## config.mk

```make
export PLATFORM = sky130hd
export DESIGN_NAME = game_ctrl_flat
export DESIGN_NICKNAME = d
export VERILOG_FILES = /design/src/rtl/game_ctrl_if.sv /design/src/rtl/game_ctrl.sv /design/src/flat_wrapper.sv
export SDC_FILE = /design/constraint.sdc
export NUM_CORES = 1
export LEC_CHECK = 0
export CAP_MARGIN = 20
export CORE_AREA = 2 2 157 159
export DETAILED_ROUTE_END_ITERATION = 8
export DIE_AREA = 0 0 159 161
export GPL_TIMING_DRIVEN = 0
export HOLD_SLACK_MARGIN = 0.15
export PLACE_DENSITY_LB_ADDON = 0.12
export SLEW_MARGIN = 20
export SYNTH_ARGS = -nofsm -noshare
export SYNTH_HDL_FRONTEND = slang
export SYNTH_SLANG_ARGS = --single-unit
export TNS_END_PERCENT = 1
```

## constraint.sdc

```tcl
create_clock -name clk -period 11.98 [get_ports clk]
set_input_delay 1.797 -clock clk [delete_from_list [all_inputs] [get_ports clk]]
set_output_delay 1.797 -clock clk [all_outputs]
set_load 0.02 [all_outputs]
```

## src/rtl/game_ctrl_if.sv

```systemverilog
// game_ctrl_if: bundles the per-frame game inputs and the controller status
// outputs of game_ctrl so the top level and the bench share one bus.
//
//   frame_tick  one-cycle pulse per video frame
//   start_btn   level start/restart request
//   frog_x/y    frog top-left position (pixels)
//   car_x       packed car left edges, slot s of lane l at l*CARS_PER_LANE+s
//   car_len     per-lane car length
//   log_x       packed log left edges, same packing as car_x
//   log_len     per-lane log length
//   state       FSM state code
//   lives       remaining lives
//   score       goals reached (saturating)
//   frog_reset  one-cycle pulse: move frog to its start position
//   ride_valid  frog stands on a log in lane ride_lane
//   ride_lane   lane of the log being ridden
//   overrun     sticky: a frame_tick arrived while a scan was still running
//
// Modports: slave = the controller, master = whatever drives the game inputs.
interface game_ctrl_if #(
    parameter int N_CAR_LANES   = 6,
    parameter int CARS_PER_LANE = 2,
    parameter int N_LOG_LANES   = 6,
    parameter int LOGS_PER_LANE = 2
);
    logic                                       frame_tick;
    logic                                       start_btn;
    logic [9:0]                                 frog_x;
    logic [9:0]                                 frog_y;
    logic [N_CAR_LANES*CARS_PER_LANE*10-1:0]    car_x;
    logic [N_CAR_LANES*10-1:0]                  car_len;
    logic [N_LOG_LANES*LOGS_PER_LANE*10-1:0]    log_x;
    logic [N_LOG_LANES*10-1:0]                  log_len;
    logic [2:0]                                 state;
    logic [3:0]                                 lives;
    logic [7:0]                                 score;
    logic                                       frog_reset;
    logic                                       ride_valid;
    logic [3:0]                                 ride_lane;
    logic                                       overrun;

    modport slave (
        input  frame_tick, start_btn, frog_x, frog_y,
               car_x, car_len, log_x, log_len,
        output state, lives, score, frog_reset, ride_valid, ride_lane, overrun
    );

    modport master (
        output frame_tick, start_btn, frog_x, frog_y,
               car_x, car_len, log_x, log_len,
        input  state, lives, score, frog_reset, ride_valid, ride_lane, overrun
    );
endinterface

```

## src/rtl/game_ctrl.sv

```systemverilog
// game_ctrl: frogger-style game controller. Once per frame it snapshots the
// frog position, tests it against every car and log (one object per clock),
// then resolves death, goal or survival and manages lives/score/respawn.
//
//   clk      game clock, all state on the rising edge
//   reset_n  asynchronous active-low reset
//   bus      game_ctrl_if.slave: frame/start inputs, frog and object
//            positions in; state/lives/score/frog_reset/ride/overrun out
module game_ctrl #(
    parameter int N_CAR_LANES   = 6,
    parameter int CARS_PER_LANE = 2,
    parameter int N_LOG_LANES   = 6,
    parameter int LOGS_PER_LANE = 2,
    parameter int BLOCK         = 32,
    parameter int CAR_Y0        = 256,
    parameter int LOG_Y0        = 32,
    parameter int X_MIN         = 96,
    parameter int X_MAX         = 576,
    parameter int LIVES         = 3,
    parameter int DEATH_FRAMES  = 30
) (
    input  logic            clk,
    input  logic            reset_n,
    game_ctrl_if.slave      bus
);
    localparam int NC    = N_CAR_LANES * CARS_PER_LANE;
    localparam int NL    = N_LOG_LANES * LOGS_PER_LANE;
    localparam int TOTAL = NC + NL;
    localparam int IDX_W = $clog2(TOTAL + 1);
    localparam int DC_W  = $clog2(DEATH_FRAMES + 1);

    typedef enum logic [2:0] {
        IDLE     = 3'd0,
        PLAY     = 3'd1,
        SCAN     = 3'd2,
        DYING    = 3'd3,
        GAMEOVER = 3'd4
    } state_t;

    state_t             state_q, state_d;
    logic [3:0]         lives_q, lives_d;
    logic [7:0]         score_q, score_d;
    logic               frog_reset_q, frog_reset_d;
    logic               ride_valid_q, ride_valid_d;
    logic [3:0]         ride_lane_q, ride_lane_d;
    logic               overrun_q, overrun_d;
    logic [IDX_W-1:0]   index_q, index_d;
    logic               hit_q, hit_d;
    logic               on_log_q, on_log_d;
    logic [3:0]         log_lane_q, log_lane_d;
    logic [9:0]         fx_q, fx_d;
    logic [9:0]         fy_q, fy_d;
    logic [DC_W-1:0]    death_cnt_q, death_cnt_d;

    // Object currently addressed by the scan index.
    logic [9:0]         obj_x;
    logic [9:0]         obj_len;
    logic [10:0]        obj_y;
    logic               obj_is_log;
    logic [3:0]         obj_lane;

    logic [10:0]        fx11, fy11;
    logic               overlap;
    logic               water, off_screen, goal, death;

    // Mux out one object per cycle: cars occupy indices 0..NC-1, logs follow.
    always_comb begin
        obj_x      = '0;
        obj_len    = '0;
        obj_y      = '0;
        obj_is_log = 1'b0;
        obj_lane   = '0;
        for (int i = 0; i < NC; i++) begin
            if (index_q == IDX_W'(i)) begin
                obj_x   = bus.car_x[i*10 +: 10];
                obj_len = bus.car_len[(i/CARS_PER_LANE)*10 +: 10];
                obj_y   = 11'(CAR_Y0 + (i/CARS_PER_LANE)*BLOCK);
            end
        end
        for (int j = 0; j < NL; j++) begin
            if (index_q == IDX_W'(NC + j)) begin
                obj_x      = bus.log_x[j*10 +: 10];
                obj_len    = bus.log_len[(j/LOGS_PER_LANE)*10 +: 10];
                obj_y      = 11'(LOG_Y0 + (j/LOGS_PER_LANE)*BLOCK);
                obj_is_log = 1'b1;
                obj_lane   = 4'(j/LOGS_PER_LANE);
            end
        end
    end

    // Geometry is evaluated at 11 bits so x+len and y+BLOCK never wrap.
    always_comb begin
        fx11       = {1'b0, fx_q};
        fy11       = {1'b0, fy_q};
        overlap    = (fx11 < ({1'b0, obj_x} + {1'b0, obj_len})) &&
                     ((fx11 + 11'(BLOCK)) > {1'b0, obj_x}) &&
                     (fy11 < (obj_y + 11'(BLOCK))) &&
                     ((fy11 + 11'(BLOCK)) > obj_y);
        water      = (fy11 >= 11'(LOG_Y0)) &&
                     (fy11 < 11'(LOG_Y0 + N_LOG_LANES*BLOCK)) && !on_log_q;
        off_screen = ((fx11 + 11'(BLOCK)) <= 11'(X_MIN)) || (fx11 >= 11'(X_MAX));
        goal       = fy11 < 11'(LOG_Y0);
        death      = hit_q || water || off_screen;
    end

    always_comb begin
        state_d      = state_q;
        lives_d      = lives_q;
        score_d      = score_q;
        frog_reset_d = 1'b0;
        ride_valid_d = ride_valid_q;
        ride_lane_d  = ride_lane_q;
        overrun_d    = overrun_q;
        index_d      = index_q;
        hit_d        = hit_q;
        on_log_d     = on_log_q;
        log_lane_d   = log_lane_q;
        fx_d         = fx_q;
        fy_d         = fy_q;
        death_cnt_d  = death_cnt_q;

        case (state_q)
            IDLE: begin
                lives_d      = 4'(LIVES);
                score_d      = '0;
                ride_valid_d = 1'b0;
                ride_lane_d  = '0;
                if (bus.start_btn) begin
                    state_d      = PLAY;
                    frog_reset_d = 1'b1;
                end
            end

            PLAY: begin
                if (bus.frame_tick) begin
                    state_d    = SCAN;
                    fx_d       = bus.frog_x;
                    fy_d       = bus.frog_y;
                    hit_d      = 1'b0;
                    on_log_d   = 1'b0;
                    log_lane_d = '0;
                    index_d    = '0;
                end
            end

            SCAN: begin
                if (bus.frame_tick) begin
                    overrun_d = 1'b1;
                end
                if (index_q == IDX_W'(TOTAL)) begin
                    // Every object tested: resolve the frame.
                    index_d = '0;
                    if (death) begin
                        ride_valid_d = 1'b0;
                        ride_lane_d  = '0;
                        if (lives_q <= 4'd1) begin
                            lives_d = '0;
                            state_d = GAMEOVER;
                        end else begin
                            lives_d     = lives_q - 4'd1;
                            state_d     = DYING;
                            death_cnt_d = '0;
                        end
                    end else if (goal) begin
                        score_d      = (score_q == 8'hFF) ? score_q : score_q + 8'd1;
                        frog_reset_d = 1'b1;
                        ride_valid_d = 1'b0;
                        ride_lane_d  = '0;
                        state_d      = PLAY;
                    end else begin
                        ride_valid_d = on_log_q;
                        ride_lane_d  = log_lane_q;
                        state_d      = PLAY;
                    end
                end else begin
                    index_d = index_q + IDX_W'(1);
                    if (overlap) begin
                        if (!obj_is_log) begin
                            hit_d = 1'b1;
                        end else if (!on_log_q) begin
                            // First matching log is the lowest index; keep it.
                            on_log_d   = 1'b1;
                            log_lane_d = obj_lane;
                        end
                    end
                end
            end

            DYING: begin
                ride_valid_d = 1'b0;
                ride_lane_d  = '0;
                if (bus.frame_tick) begin
                    if (death_cnt_q == DC_W'(DEATH_FRAMES - 1)) begin
                        state_d      = PLAY;
                        frog_reset_d = 1'b1;
                        death_cnt_d  = '0;
                    end else begin
                        death_cnt_d = death_cnt_q + DC_W'(1);
                    end
                end
            end

            GAMEOVER: begin
                lives_d      = '0;
                ride_valid_d = 1'b0;
                ride_lane_d  = '0;
                if (bus.start_btn) begin
                    state_d      = PLAY;
                    lives_d      = 4'(LIVES);
                    score_d      = '0;
                    frog_reset_d = 1'b1;
                end
            end

            default: begin
                state_d = IDLE;
            end
        endcase
    end

    always_ff @(posedge clk or negedge reset_n) begin
        if (!reset_n) begin
            state_q      <= IDLE;
            lives_q      <= 4'(LIVES);
            score_q      <= '0;
            frog_reset_q <= 1'b0;
            ride_valid_q <= 1'b0;
            ride_lane_q  <= '0;
            overrun_q    <= 1'b0;
            index_q      <= '0;
            hit_q        <= 1'b0;
            on_log_q     <= 1'b0;
            log_lane_q   <= '0;
            fx_q         <= '0;
            fy_q         <= '0;
            death_cnt_q  <= '0;
        end else begin
            state_q      <= state_d;
            lives_q      <= lives_d;
            score_q      <= score_d;
            frog_reset_q <= frog_reset_d;
            ride_valid_q <= ride_valid_d;
            ride_lane_q  <= ride_lane_d;
            overrun_q    <= overrun_d;
            index_q      <= index_d;
            hit_q        <= hit_d;
            on_log_q     <= on_log_d;
            log_lane_q   <= log_lane_d;
            fx_q         <= fx_d;
            fy_q         <= fy_d;
            death_cnt_q  <= death_cnt_d;
        end
    end

    assign bus.state      = state_q;
    assign bus.lives      = lives_q;
    assign bus.score      = score_q;
    assign bus.frog_reset = frog_reset_q;
    assign bus.ride_valid = ride_valid_q;
    assign bus.ride_lane  = ride_lane_q;
    assign bus.overrun    = overrun_q;
endmodule

```

## src/flat_wrapper.sv

```systemverilog
// flat-port wrapper written by rule: the top's interface ports become plain ports
module game_ctrl_flat 
#(
    parameter int N_CAR_LANES   = 6,
    parameter int CARS_PER_LANE = 2,
    parameter int N_LOG_LANES   = 6,
    parameter int LOGS_PER_LANE = 2,
    parameter int BLOCK         = 32,
    parameter int CAR_Y0        = 256,
    parameter int LOG_Y0        = 32,
    parameter int X_MIN         = 96,
    parameter int X_MAX         = 576,
    parameter int LIVES         = 3,
    parameter int DEATH_FRAMES  = 30
)
  (clk, reset_n, bus_frame_tick, bus_start_btn, bus_frog_x, bus_frog_y, bus_car_x, bus_car_len, bus_log_x, bus_log_len, bus_state, bus_lives, bus_score, bus_frog_reset, bus_ride_valid, bus_ride_lane, bus_overrun);
  game_ctrl_if #(.N_CAR_LANES(N_CAR_LANES), .CARS_PER_LANE(CARS_PER_LANE), .N_LOG_LANES(N_LOG_LANES), .LOGS_PER_LANE(LOGS_PER_LANE)) bus_i ();
  input  logic clk;
  input  logic reset_n;
  input wire logic [$bits(bus_i.frame_tick)-1:0] bus_frame_tick;
  input wire logic [$bits(bus_i.start_btn)-1:0] bus_start_btn;
  input wire logic [$bits(bus_i.frog_x)-1:0] bus_frog_x;
  input wire logic [$bits(bus_i.frog_y)-1:0] bus_frog_y;
  input wire logic [$bits(bus_i.car_x)-1:0] bus_car_x;
  input wire logic [$bits(bus_i.car_len)-1:0] bus_car_len;
  input wire logic [$bits(bus_i.log_x)-1:0] bus_log_x;
  input wire logic [$bits(bus_i.log_len)-1:0] bus_log_len;
  output wire logic [$bits(bus_i.state)-1:0] bus_state;
  output wire logic [$bits(bus_i.lives)-1:0] bus_lives;
  output wire logic [$bits(bus_i.score)-1:0] bus_score;
  output wire logic [$bits(bus_i.frog_reset)-1:0] bus_frog_reset;
  output wire logic [$bits(bus_i.ride_valid)-1:0] bus_ride_valid;
  output wire logic [$bits(bus_i.ride_lane)-1:0] bus_ride_lane;
  output wire logic [$bits(bus_i.overrun)-1:0] bus_overrun;
  assign bus_i.frame_tick = bus_frame_tick;
  assign bus_i.start_btn = bus_start_btn;
  assign bus_i.frog_x = bus_frog_x;
  assign bus_i.frog_y = bus_frog_y;
  assign bus_i.car_x = bus_car_x;
  assign bus_i.car_len = bus_car_len;
  assign bus_i.log_x = bus_log_x;
  assign bus_i.log_len = bus_log_len;
  assign bus_state = bus_i.state;
  assign bus_lives = bus_i.lives;
  assign bus_score = bus_i.score;
  assign bus_frog_reset = bus_i.frog_reset;
  assign bus_ride_valid = bus_i.ride_valid;
  assign bus_ride_lane = bus_i.ride_lane;
  assign bus_overrun = bus_i.overrun;
  game_ctrl #(.N_CAR_LANES(N_CAR_LANES), .CARS_PER_LANE(CARS_PER_LANE), .N_LOG_LANES(N_LOG_LANES), .LOGS_PER_LANE(LOGS_PER_LANE), .BLOCK(BLOCK), .CAR_Y0(CAR_Y0), .LOG_Y0(LOG_Y0), .X_MIN(X_MIN), .X_MAX(X_MAX), .LIVES(LIVES), .DEATH_FRAMES(DEATH_FRAMES)) u_core (.clk(clk), .reset_n(reset_n), .bus(bus_i));
endmodule
```

Word-level counts from Yosys, hierarchy flattened
Index checks and enable logic that the tools add are counted.
{ "totals": {"register_bits": 58, "word_cells": 258, "in_bits": 384, "output_inout_bits": 22} }
{ "classes": {"n_eq_ne": 46, "n_mux": 152, "reduce_logical": 28, "magnitude_cmp": 10, "n_addsub": 8} }
{ "ops": {"columns": ["op", "n"], "rows": [
  ["10-bit 2-to-1 mux", 48],
  ["9-bit 2-to-1 mux", 24],
  ["5-bit == test (second input constant)", 10],
  ["4-bit 2-to-1 mux", 11],
  ["5-bit by 4-bit == test with 1-bit output (second input constant)", 8],
  ["8-bit 2-to-1 mux", 5],
  ["5-bit 2-to-1 mux", 7],
  ["3-bit 2-to-1 mux", 11],
  ["1-bit 2-to-1 mux", 30],
  ["8-bit one-hot mux with 3 select lines", 1],
  ["10-bit by 6-bit adder with 11-bit output (second input constant)", 2],
  ["10-bit by 11-bit less-than comparator with 1-bit output", 2],
  ["5-bit by 3-bit == test with 1-bit output (second input constant)", 4],
  ["5-bit one-hot mux with 2 select lines", 2],
  ["5-bit AND reduction", 4],
  ["2-bit != test (second input constant)", 9],
  ["4-bit one-hot mux with 2 select lines", 2],
  ["2-bit by 1-bit != test with 1-bit output (second input constant)", 7],
  ["3-bit one-hot mux with 4 select lines", 1],
  ["4-bit one-hot mux with 3 select lines", 1],
  ["6-bit AND reduction", 2],
  ["10-bit by 10-bit adder with 11-bit output", 1],
  ["11-bit by 10-bit > comparator with 1-bit output", 1],
  ["11-bit by 9-bit > comparator with 1-bit output", 1],
  ["other kinds (30)", 50]
]} }

Depth between registers and ports, before layout
{ "logic_depth": {"word_depth": 33, "depth_mapped": 30, "mapped_depth_nobuf": 25} }

Worst setup path before layout
Ideal clock, no wire load.
{ "synth_timing": {"path_kind": "input to register", "start": "in bus_log_x[91]", "end": "reg u_core.log_lane_q[0]", "n_path_buf": 0, "setup_ps": 128, "t_required_ps": 11852, "arrival_time_ps": 6429, "cell_stages": 22, "setup_slack_ps": 5424, "cell_sequence": "a221oi_1 nor2_1 a2111oi_0 o21ai_0 or3_1 a22o_1 ha_1 a21o_1 a21oi_1 nor2b_1 o21ai_0 a21bo_2 or4b_2 o311a_1 ha_1 a2111o_1 a21oi_1 o21ai_0 o311a_1 nor3_1 nand3b_1 mux2i_1"} }
{ "synth_between": {"elab_chain_cells": 10, "word_cells_on_any_way": 11, "cone_classes": "1 x add/sub; 2 x order compare; 1 x eq/ne; 3 x mux; 4 x reduce/logical"} }
{ "synth_rtl": {"columns": ["element", "line", "text"], "rows": [
  ["start, declared", "flat_wrapper.sv:26", "input wire logic [$bits(bus_i.log_x)-1:0] bus_log_x;"],
  ["10-bit 2-to-1 mux (*) (3 in a row)", "game_ctrl.sv:81", "if (index_q == IDX_W'(NC + j)) begin"],
  ["10-bit by 10-bit adder with 11-bit output", "game_ctrl.sv:95", "overlap = (fx11 < ({1'b0, obj_x} + {1'b0, obj_len})) &&"],
  ["10-bit by 11-bit less-than comparator with 1-bit output", "game_ctrl.sv:95", null],
  ["1-bit logical AND (*)", "game_ctrl.sv:95", null],
  ["1-bit logical AND (*)", "game_ctrl.sv:96", "((fx11 + 11'(BLOCK)) > {1'b0, obj_x}) &&"],
  ["1-bit logical AND (*)", "game_ctrl.sv:97", "(fy11 < (obj_y + 11'(BLOCK))) &&"],
  ["2-bit by 1-bit != test with 1-bit output (no source line) (*)", null, null],
  ["6-bit AND reduction (no source line) (*)", null, null],
  ["end signal, assigned", "game_ctrl.sv:248", "log_lane_q <= log_lane_d;"],
  ["end, declared", "game_ctrl.sv:50", "logic [3:0] log_lane_q, log_lane_d;"]
]} }
Every way passes the cells marked *; elsewhere a longest branch is shown, timed or not.
A chain may end at the register's enable or synchronous reset.

Worst setup path after layout
{ "layout_timing": {"start": "reg u_core.index_q[0]", "end": "reg u_core.log_lane_q[2]"} }
{ "layout_between": {"elab_chain_cells": 32, "word_cells_on_any_way": 131, "cone_classes": "2 x add/sub; 4 x order compare; 27 x eq/ne; 93 x mux; 5 x reduce/logical"} }
{ "layout_rtl": {"columns": ["element", "line", "text"], "rows": [
  ["start, declared", "game_ctrl.sv:47", "logic [IDX_W-1:0] index_q, index_d;"],
  ["start signal, assigned", "game_ctrl.sv:245", "index_q <= index_d;"],
  ["5-bit zero test", "game_ctrl.sv:74", "if (index_q == IDX_W'(i)) begin"],
  ["10-bit 2-to-1 mux (12 in a row)", "game_ctrl.sv:74", null],
  ["10-bit 2-to-1 mux (12 in a row)", "game_ctrl.sv:81", null],
  ["10-bit by 10-bit adder with 11-bit output", "game_ctrl.sv:95", null],
  ["10-bit by 11-bit less-than comparator with 1-bit output", "game_ctrl.sv:95", null],
  ["1-bit logical AND", "game_ctrl.sv:95", null],
  ["1-bit logical AND", "game_ctrl.sv:96", null],
  ["1-bit logical AND", "game_ctrl.sv:97", null],
  ["2-bit by 1-bit != test with 1-bit output (no source line)", null, null],
  ["6-bit AND reduction (no source line)", null, null]
]} }
Parallel ways exist; a longest one is shown, timed or not. The select of a mux whose other input is x is not followed.

==> metrics <==
first-pass GRT wire length 68.1 mm; crit path DAT roughly 8600 ps; sequential cell area 1400 um^2; prevailing post-synth register cell dfrtp_1; Cell Area, Placed 12200 um^2; # setup viols final 0; critical path type reg2reg; GRT overflow 0; post-synthesis register bit count 56; Clock Sinks 56; largest net degree at the start of global routing 43; clk_skew a little over 8 ps; # Post-CTS Setup Buffers 0; slew of the pin with the lowest slew margin 1140 ps; final WL 46.7 mm; total negative slack 0 ps; hold slack final between 400 and 500 ps; Cell Area, Synth 7710 um^2; Syn. warnings 0; Design Power ~2000 uW; drt drc 0; core area 24000 um^2; family with the most delay on the worst path compound AO/OA/AOI/OAI gates; Clock Latency Late Sink 300 ps; Hold-fix buffers, CTS 0; clk slew on worst S/H paths 70 ps; Rel. slew slack 0.218; # fillers 2522; Leak roughly 0.0048 uW; CP required 12160 ps; final hold vios 0; fin area 12400 um^2; max-cap viol count 0; Final #Nets 1938; H-tree depth 2; Worst Setup End Kind flop; TritonCTS buffer count 5; clk buf depth 2; Starting Density 0.322; Min-Delay Path Class reg2reg; synthesis-to-finish area growth 60.2%; post-route ant nets 0; footprint of the multi-input gates approximately 5900 um^2; max-slew violations 0; asr flop ratio synth 1.00; FP Rows 57; TritonCTS clock tree yes; synthesized net count 1526; io pins 406; total track usage 0.349; Synth Area per Inst 7.09 um^2; Worst path slowest cell clkbuf_1; critical path peak fanout 10; share of cells above drive strength 1 0.0240; Avg WL per Cell 25.6 um; Die H 161 um; EDFF count, synth 0; 1st-iter DRT viols approximately 940; vias in the first global route roughly 11000; period utilisation layout 0.700; Worst setup SP type flop; maximum clock rate 119 MHz; Die ar. 25600 um^2; post-DP HPWL approximately 39 mm; Post-Synthesis Cells 1088; Placed Cells 1817; initial antenna violation count 5; Netlist cell types 80; crit-path max cell delay about 580 ps; unrepaired setup endpoints after global routing false; vias 10900; CP bufs+invs 5; Non-Filler Instances 1828; drt first pass iters 5; clk root buf clkbuf_16; Via density 5.97; status complete, no violations; P per Cell Area between 150 and 200 nW/um^2; share of the yosys chip area belonging to registers 0.182; peak supply drop about 120 uV; RePlAce Congestion 1.01; fin crit period 8390 ps; Die Wd 159 um; post-CTS resize count 0; Port-buffer cells 404
[power by group]
part | switching, uW | total (uW) | internal [uW] | leakage, uW
Combinational | 897 | 1560 | 661 | 0.00402
Clock | 71.2 | 154 | 82.8 | 0.0000766
Sequential | 73.7 | 320 | 246 | 0.000725
Total | 1040 | 2030 | 991 | 0.00482
[Yosys cell counts (9+ instances only)]
| cell | instances | area (um^2) |
|---|---|---|
| a211oi_1 | 11 | 82.6 |
| a21o_1 | 11 | 82.6 |
| a21oi_1 | 72 | 360 |
| a221o_1 | 18 | 180 |
| a221oi_1 | 25 | 219 |
| a22o_1 | 15 | 131 |
| a22oi_1 | 21 | 158 |
| a31oi_1 | 22 | 138 |
| clkbuf_1 | 60 | 225 |
| dfrtp_1 | 54 | 1350 |
| ha_1 | 53 | 663 |
| inv_1 | 35 | 131 |
| mux2i_1 | 17 | 170 |
| nand2_1 | 140 | 526 |
| nand3_1 | 49 | 245 |
| nand4_1 | 10 | 62.6 |
| nor2_1 | 98 | 368 |
| nor2b_1 | 11 | 68.8 |
| nor3_1 | 30 | 150 |
| nor4_1 | 10 | 62.6 |
| o211ai_1 | 16 | 120 |
| o21a_1 | 14 | 105 |
| o21ai_0 | 94 | 470 |
| o221ai_1 | 30 | 263 |
| o22ai_1 | 23 | 144 |
| xor2_1 | 9 | 78.8 |
[sequential cells by signal, summed over array words and instances (netlist names)]
| name | flops |
|---|---|
| u_core.fx_q | 10 |
| u_core.fy_q | 10 |
| u_core.bus.score | 8 |
| u_core.death_cnt_q | 5 |
| u_core.index_q | 5 |
| u_core.bus.lives | 4 |
| u_core.bus.ride_lane | 3 |
| u_core.bus.state | 3 |
| u_core.log_lane_q | 3 |
| u_core.bus.frog_reset | 1 |
| u_core.bus.overrun | 1 |
| u_core.bus.ride_valid | 1 |
| u_core.hit_q | 1 |
| u_core.on_log_q | 1 |
[routing by layer]
metal / GRT usage / share of wire / vias up
met5: 0 / 0.00028 / -
met4: 0.138 / 0.040 / 2
met3: 0.0603 / 0.076 / 86
met2: 0.598 / 0.48 / 565
met1: 0.438 / 0.41 / 5238
li1: - / - / 5029
[cell type report]
class / instances / area share
tap: 324 / 0.0328
timing repair buffer: 405 / 0.329
clock inverter: 2 / 0.000810
sequential: 56 / 0.114
inverter: 35 / 0.0106
clock buffer: 6 / 0.0112
antenna: 3 / 0.000608
buffer: 70 / 0.0218
multi-input combinational: 927 / 0.479
[cells in the final DEF (no fill, tap or decap), drive strengths merged, types with 12 or more instances in the layout]
cell type / count
a31oi: 22
a22o: 15
dfrtp: 54
buf: 12
o22ai: 23
nor2: 99
o211ai: 16
o21ai: 95
nand3: 49
a22oi: 21
a221oi: 25
inv: 35
a221o: 18
o21a: 14
clkbuf: 66
a21oi: 72
ha: 53
o221ai: 30
mux2i: 17
clkdlybuf4s50: 403
nand2: 140
nor3: 30
[per-stage QoR]
stage	setup slack [ps]	utilization
after global routing	3310	0.515
after floorplan	5420	-
after detailed placement	3510	0.509
after global placement	3510	0.507
final	3590	0.516
after CTS	3810	0.515
[cells by family (layout without fill, tap and decap cells)]
group	after synthesis	in the layout	share of synthesized area
adders and majority gates	54	54	0.0886
AOI/OAI and AO/OA	423	423	0.378
DFF	56	56	0.182
and+or+nand+nor	415	415	0.258
xor gates and xnor gates	16	16	0.0182
other	1	4	0.000486
muxes	18	18	0.0235
buffers and inverters	105	518	0.0519
[worst paths after layout]
path / slack [ps] / cells after the start / startpoint / endpoint
worst max-delay path: 3590 / 30 / u_core.index_q[0] / u_core.log_lane_q[2]
worst min-delay path: 480 / 1 / u_core.bus.overrun / u_core.bus.overrun
worst max register to register: 3590 / 30 / u_core.index_q[0] / u_core.log_lane_q[2]
worst min register to register: 480 / 1 / u_core.bus.overrun / u_core.bus.overrun
max in group asynchronous: 10080 / 2 / reset_n / u_core.bus.lives[1]
min in group asynchronous: 1350 / 1 / reset_n / u_core.fy_q[3]
No activity file was read; power rests on OpenSTA's default activity.
